$ cat config.mk
export PLATFORM = sky130hd
export DESIGN_NAME = bus_pipe_stage
export DESIGN_NICKNAME = d
export VERILOG_FILES = /design/src/rtl/bus_pipe_stage.sv
export SDC_FILE = /design/constraint.sdc
export NUM_CORES = 1
export LEC_CHECK = 0
export ABC_AREA = 1
export CAP_MARGIN = 20
export CORE_MARGIN = 10
export CORE_UTILIZATION = 47
export CTS_BUF_LIST = sky130_fd_sc_hd__clkbuf_2 sky130_fd_sc_hd__clkbuf_4 sky130_fd_sc_hd__clkbuf_8
export CTS_CLUSTER_DIAMETER = 80
export DETAILED_ROUTE_END_ITERATION = 10
export PLACE_DENSITY_LB_ADDON = 0.05
export RECOVER_POWER = 50
export SLEW_MARGIN = 20
export SYNTH_ARGS = -nofsm -noshare
export SYNTH_HDL_FRONTEND = slang
export SYNTH_SLANG_ARGS = --single-unit
$ cat constraint.sdc
create_clock -name CLK -period 2.1 [get_ports CLK]
set_clock_uncertainty 0.05 [all_clocks]
set_input_delay 0.525 -clock CLK [delete_from_list [all_inputs] [get_ports CLK]]
set_output_delay 0.525 -clock CLK [all_outputs]
set_load 0.02 [all_outputs]
$ cat src/rtl/bus_pipe_stage.sv
// Elastic valid/ready register pipeline. Bubbles collapse. It also has a
// synchronous flush, a registered occupancy output and an output transfer counter.
module bus_pipe_stage #(
    parameter int WIDTH   = 32,
    parameter int STAGES  = 2,
    parameter int COUNT_W = 16
) (
    input  logic                           CLK,
    input  logic                           RST_N,
    input  logic                           IN_VALID,
    output logic                           IN_READY,
    input  logic [WIDTH-1:0]               IN_DATA,
    output logic                           OUT_VALID,
    input  logic                           OUT_READY,
    output logic [WIDTH-1:0]               OUT_DATA,
    input  logic                           FLUSH,
    output logic [$clog2(STAGES+1)-1:0]    OCCUPANCY,
    output logic [COUNT_W-1:0]             XFER_COUNT
);
    localparam int OCC_W = $clog2(STAGES+1);

    logic [STAGES-1:0]             v_q, v_d, adv, load;
    logic [STAGES-1:0][WIDTH-1:0]  d_q, d_d;
    logic [OCC_W-1:0]              occ_q, occ_d;
    logic [COUNT_W-1:0]            cnt_q, cnt_d;
    logic                          in_acc, xfer;

    // A stage advances when some stage above it has a hole, or when every
    // stage above it is full and the consumer takes a word. This is the
    // ready chain unrolled from the output end.
    always_comb begin
        logic above_full;
        above_full = 1'b1;
        adv        = '0;
        for (int i = STAGES-1; i >= 0; i--) begin
            adv[i]     = v_q[i] & (~above_full | OUT_READY);
            above_full = above_full & v_q[i];
        end
    end

    assign IN_READY   = ~FLUSH & (~v_q[0] | adv[0]);
    assign OUT_VALID  = v_q[STAGES-1] & ~FLUSH;
    assign OUT_DATA   = d_q[STAGES-1];
    assign OCCUPANCY  = occ_q;
    assign XFER_COUNT = cnt_q;
    assign in_acc     = IN_VALID & IN_READY;
    assign xfer       = OUT_VALID & OUT_READY;

    always_comb begin
        load    = '0;
        load[0] = in_acc;
        for (int i = 1; i < STAGES; i++)
            load[i] = adv[i-1] & ~FLUSH;

        d_d   = d_q;
        v_d   = '0;
        occ_d = '0;
        for (int i = 0; i < STAGES; i++) begin
            v_d[i] = ~FLUSH & (load[i] | (v_q[i] & ~adv[i]));
            if (load[i])
                d_d[i] = (i == 0) ? IN_DATA : d_q[(i == 0) ? 0 : i-1];
            occ_d = occ_d + OCC_W'(v_d[i]);
        end
        cnt_d = cnt_q + COUNT_W'(xfer);
    end

    always_ff @(posedge CLK) begin
        if (!RST_N) begin
            v_q   <= '0;
            d_q   <= '0;
            occ_q <= '0;
            cnt_q <= '0;
        end else begin
            v_q   <= v_d;
            d_q   <= d_d;
            occ_q <= occ_d;
            cnt_q <= cnt_d;
        end
    end
endmodule
# Word level (Yosys, flattened, before mapping)
# Index checks and enable logic that the tools add are counted.
# word_totals
reg_bits	84
latch_bits	0
ram_bits	0
romBits	0
inputBits	37
out_inout_bits	52
wordCells	27
n_memories	0
# op_classes
n_addsub	2
mul	0
div_mod_pow	0
order_cmp	0
n_eq_ne	0
shifts	0
muxes	0
bitwise	20
n_reduce_logical	0
# op_table
operator	count
adder 16 x 1 -> 16 bit	1
AND 1 bit	11
NOT 1 bit	5
bitwise OR 1 bit	4
adder 1 x 1 -> 2 bit	1

# Longest topological paths before layout
# depth
ltp_word	9
mapped_depth	11
depth_no_buf	11

# Worst setup path before layout
# No wires, ideal clock.
# synth_timing
path_kind	input to register
start	input port FLUSH
end	register cnt_q[12] (netlist: XFER_COUNT[12])
setup_ns	0.110
arrival_ns	1.664
required_time_ns	1.940
setup_slack_ns	0.276
cell_stages	11
path_buffers	0
cell_sequence	inv_2 and3_1 ha_1 ha_1 nand2_2 nor2_4 nand2_2 nor2_1 nand2_1 nand2_1 nor2_1
# synth_between
elab_chain_len	4
# synth_lines
element	line	source
from (decl)	16	input logic FLUSH,
NOT 1 bit	42	assign OUT_VALID = v_q[STAGES-1] & ~FLUSH;
AND 1 bit	42	
AND 1 bit	47	assign xfer = OUT_VALID & OUT_READY;
adder 16 x 1 -> 16 bit	64	cnt_d = cnt_q + COUNT_W'(xfer);
to (signal assigned)	77	cnt_q <= cnt_d;
to (decl)	25	logic [COUNT_W-1:0] cnt_q, cnt_d;
# No other way between the ends.
# A chain may end at the register's enable or synchronous reset.

# Worst setup path in the final report
# layout_timing
start	input port FLUSH
end	output port OUT_VALID
# layout_between
elab_chain_len	2
# layout_lines
element	line	source
NOT 1 bit	42	
AND 1 bit	42	
to (decl)	13	output logic OUT_VALID,
# No other way between the ends.

==> run summary <==
Status: finished, final reports clean
Num ports: 89
Crit share post-route: 0.9617
CTS tree: built
CP Cell Sequence: clkdlybuf4s50_1 -> nor2_1 -> dlygate4sd2_1
Family with the most delay on the worst path: buffers and inverters
Post-Synthesis Cells: 519
N_diodes: 0
H-tree lvl count: 3
Peak supply drop: 309.2 uV
Sw Share: 0.2434
First-pass GRT wire length: 12.58 mm
Max Buffers Root-to-Sink: 2
Die W: 108.7 um
Yosys warns: 0
Largest net degree at the start of global routing: 41
Synth area leaders: dfxtp_1, nor2_1, nand2_1
Final hold violations: 0
Sw Pwr: 0.7687 mW
Core Rows: 32
Synth cell types: 31
Syn Area/Cell: 7.126 um2
Max-Cap Viols: 0
Hold Path Class: reg2reg
Core Area: 0.007687 mm2
DP HPWL: 5.673 mm
Post-synth top area cell: dfxtp_1
Layout cell share with drive strength beyond 1: 0.07993
Syn Nets: 560
Share of the synthesized area in the top cell type: 0.4547
Design Area, Final: 0.004636 mm2
DRC violations left: 0
Clock root cell: clkbuf_8
Fmax: 495.2 MHz
Pwr per Cell Area: 681.3 mW/mm2
Post-route ant nets: 0
Die Ht: 108.7 um
Seq cells post-synth: 84
Internal: 2.390 mW
Crit-path max cell delay: 0.45 ns
Vias/cell: 4.328
Via count: 2986
Final worst slack: 0.08048 ns
Worst setup EP type: output port
Clock Latency Late Sink: 0.35 ns
Crit path max fanout: 3
Routed length on met1: 3.468 mm
Final Power: 3.158 mW
RSZ-0062 raised after global routing: false
CTS Sinks: 84
Initial core utilization: 0.4811
Clock transition at path regs: 0.08 ns
GRT Residual Overflow: 0
Number of global-route vias before repair: 2821
WL final: 7.731 mm
Clock power frac: 0.356
Kind of critical path: in2out
LEAKAGE: 2.100 nW
Nets: 624
Metal3 WL: 577 um
Dpl cell area: 0.004489 mm2
Synthesis-to-layout area growth: 25.34%
Sequential area share after synthesis: 0.4547
TritonCTS Buffers: 9
WL/cell: 11.20 um
Max Transition Viols Final: 0
Pre-CTS WS: -0.3200 ns
Gpl congestion: 0.8442
Critical path buffers and inverters: 2
Fillers: 753
Critical Path Source Type: input pin
Sequential power share: 0.534
GRT Total Usage: 0.1312
Slowest cell on crit path: clkdlybuf4s50_1
Critical Path RT: 1.52 ns
Highest metal used: met4
Drt first-iter violations: 100
Headroom to the max-slew limit: 0.7288
Worst-margin pin slew: 0.4057 ns
Final setup viols: 0
Arrival time worst endpoint: 1.44 ns
Mapped cell area: 0.003699 mm2
Met2 WL: 3.608 mm
Router iterations before antenna repair: 4
Post-layout minimum cycle time: 2.020 ns
Die area: 0.01182 mm2
Port Buf Inserts: 88
Initial antenna violation count: 0
Logic pwr share: 0.110
-- per-layer routing --
metal	vias up	GRT usage
li1	1657	-
met1	1265	0.1534
met2	58	0.2121
met3	6	0.05310
met4	0	0.04896
met5	-	0
-- cell families after synthesis --
kind of cell             count (synthesis)  share of synthesized area
buffers and inverters                  108                     0.1600
flip-flops                              84                     0.4547
XOR/XNOR                                 1                   0.002368
adder cells (fa/ha/maj)                  4                    0.01353
AO/OA/AOI/OAI                           44                    0.06529
AND/OR/NAND/NOR                        278                     0.3041
-- sequential cells by signal (all words and copies together) (netlist names) --
signal      count
OUT_DATA       32
d_q            32
XFER_COUNT     16
OCCUPANCY       2
v_q             2
-- path summary, 6_finish.rpt --
kind                              startpoint           end  slack, ns  cells after the start
worst max-delay path                   FLUSH     OUT_VALID       0.08                      3
worst min register to register  OUT_DATA[25]  OUT_DATA[25]       0.43                      2
worst max register to register        v_q[1]       d_q[25]       0.36                      9
worst min-delay path            OUT_DATA[25]  OUT_DATA[25]       0.43                      2
-- layout make-up --
cell class                      count  area (um2)  area share
Inverter                           55       206.4     0.04453
Clock buffer                       10       131.4     0.02834
Sequential cell                    84        1682      0.3628
Tap cell                          102       127.6     0.02753
Timing Repair Buffer              106        1016      0.2192
Clock inverter                      6       62.56     0.01350
Multi-Input combinational cell    327        1410      0.3042
-- Yosys cell counts, drive strengths merged --
| cell | n |
|---|---|
| o21bai | 2 |
| a31oi | 1 |
| inv | 55 |
| dfxtp | 84 |
| a211oi | 1 |
| buf | 50 |
| and3 | 1 |
| nand4 | 3 |
| a21o | 1 |
| o21a | 1 |
| ha | 4 |
| nand2 | 101 |
| clkbuf | 3 |
| and2 | 1 |
| xor2 | 1 |
| nand3 | 8 |
| nor2 | 163 |
| nor3 | 1 |
| a21oi | 4 |
| o21ai | 34 |
-- metrics by stage --
stage	cells	utilization	TNS [ns]	hold WS (ns)
2_1_floorplan	519	-	0	0.4057
3_3_place_gp	674	0.5840	-1.496	0.4111
3_5_place_dp	674	0.5840	-2.084	0.4204
4_1_cts	690	0.6092	0	0.4415
5_1_grt	690	0.6030	0	0.4565
6_report	690	0.6030	0	0.4328
-- power groups by stage --
stage | registers [mW] | logic (mW) | clock network [mW]
6_report | 1.69 | 0.347 | 1.12
5_1_grt | 1.69 | 0.394 | 1.23
4_1_cts | 1.69 | 0.363 | 1.17
3_5_place_dp | 1.73 | 0.361 | 0
3_3_place_gp | 1.72 | 0.357 | 0
2_1_floorplan | 1.72 | 0.237 | 0
-- tightest hold or removal path, stage by stage (launching register included) --
cell and delay (ns):
dfxtp_1 0.33, nor2_1 0.04, nor2_1 0.08
-- timing repair --
action	in CTS	in global routing
resized for setup	4	2
endpoints found under the setup margin	2	2
cloned	0	0
hold buffers	0	0
setup buffers	0	0
pin swaps	1	1
-- placed cells by master (no fill, tap or decap), types with 3 or more instances in the layout --
cell	instances
dfxtp_1	84
clkdlybuf4s50_1	83
buf_4	12
clkinv_2	3
o21ai_0	30
nor2_1	160
inv_1	52
nor2_4	3
nand4_1	3
a21oi_1	4
nand2_1	98
clkbuf_8	9
nand3_1	7
o21ai_1	4
inv_2	3
clkbuf_4	3
ha_1	3
(Power assumes the default switching activity.)
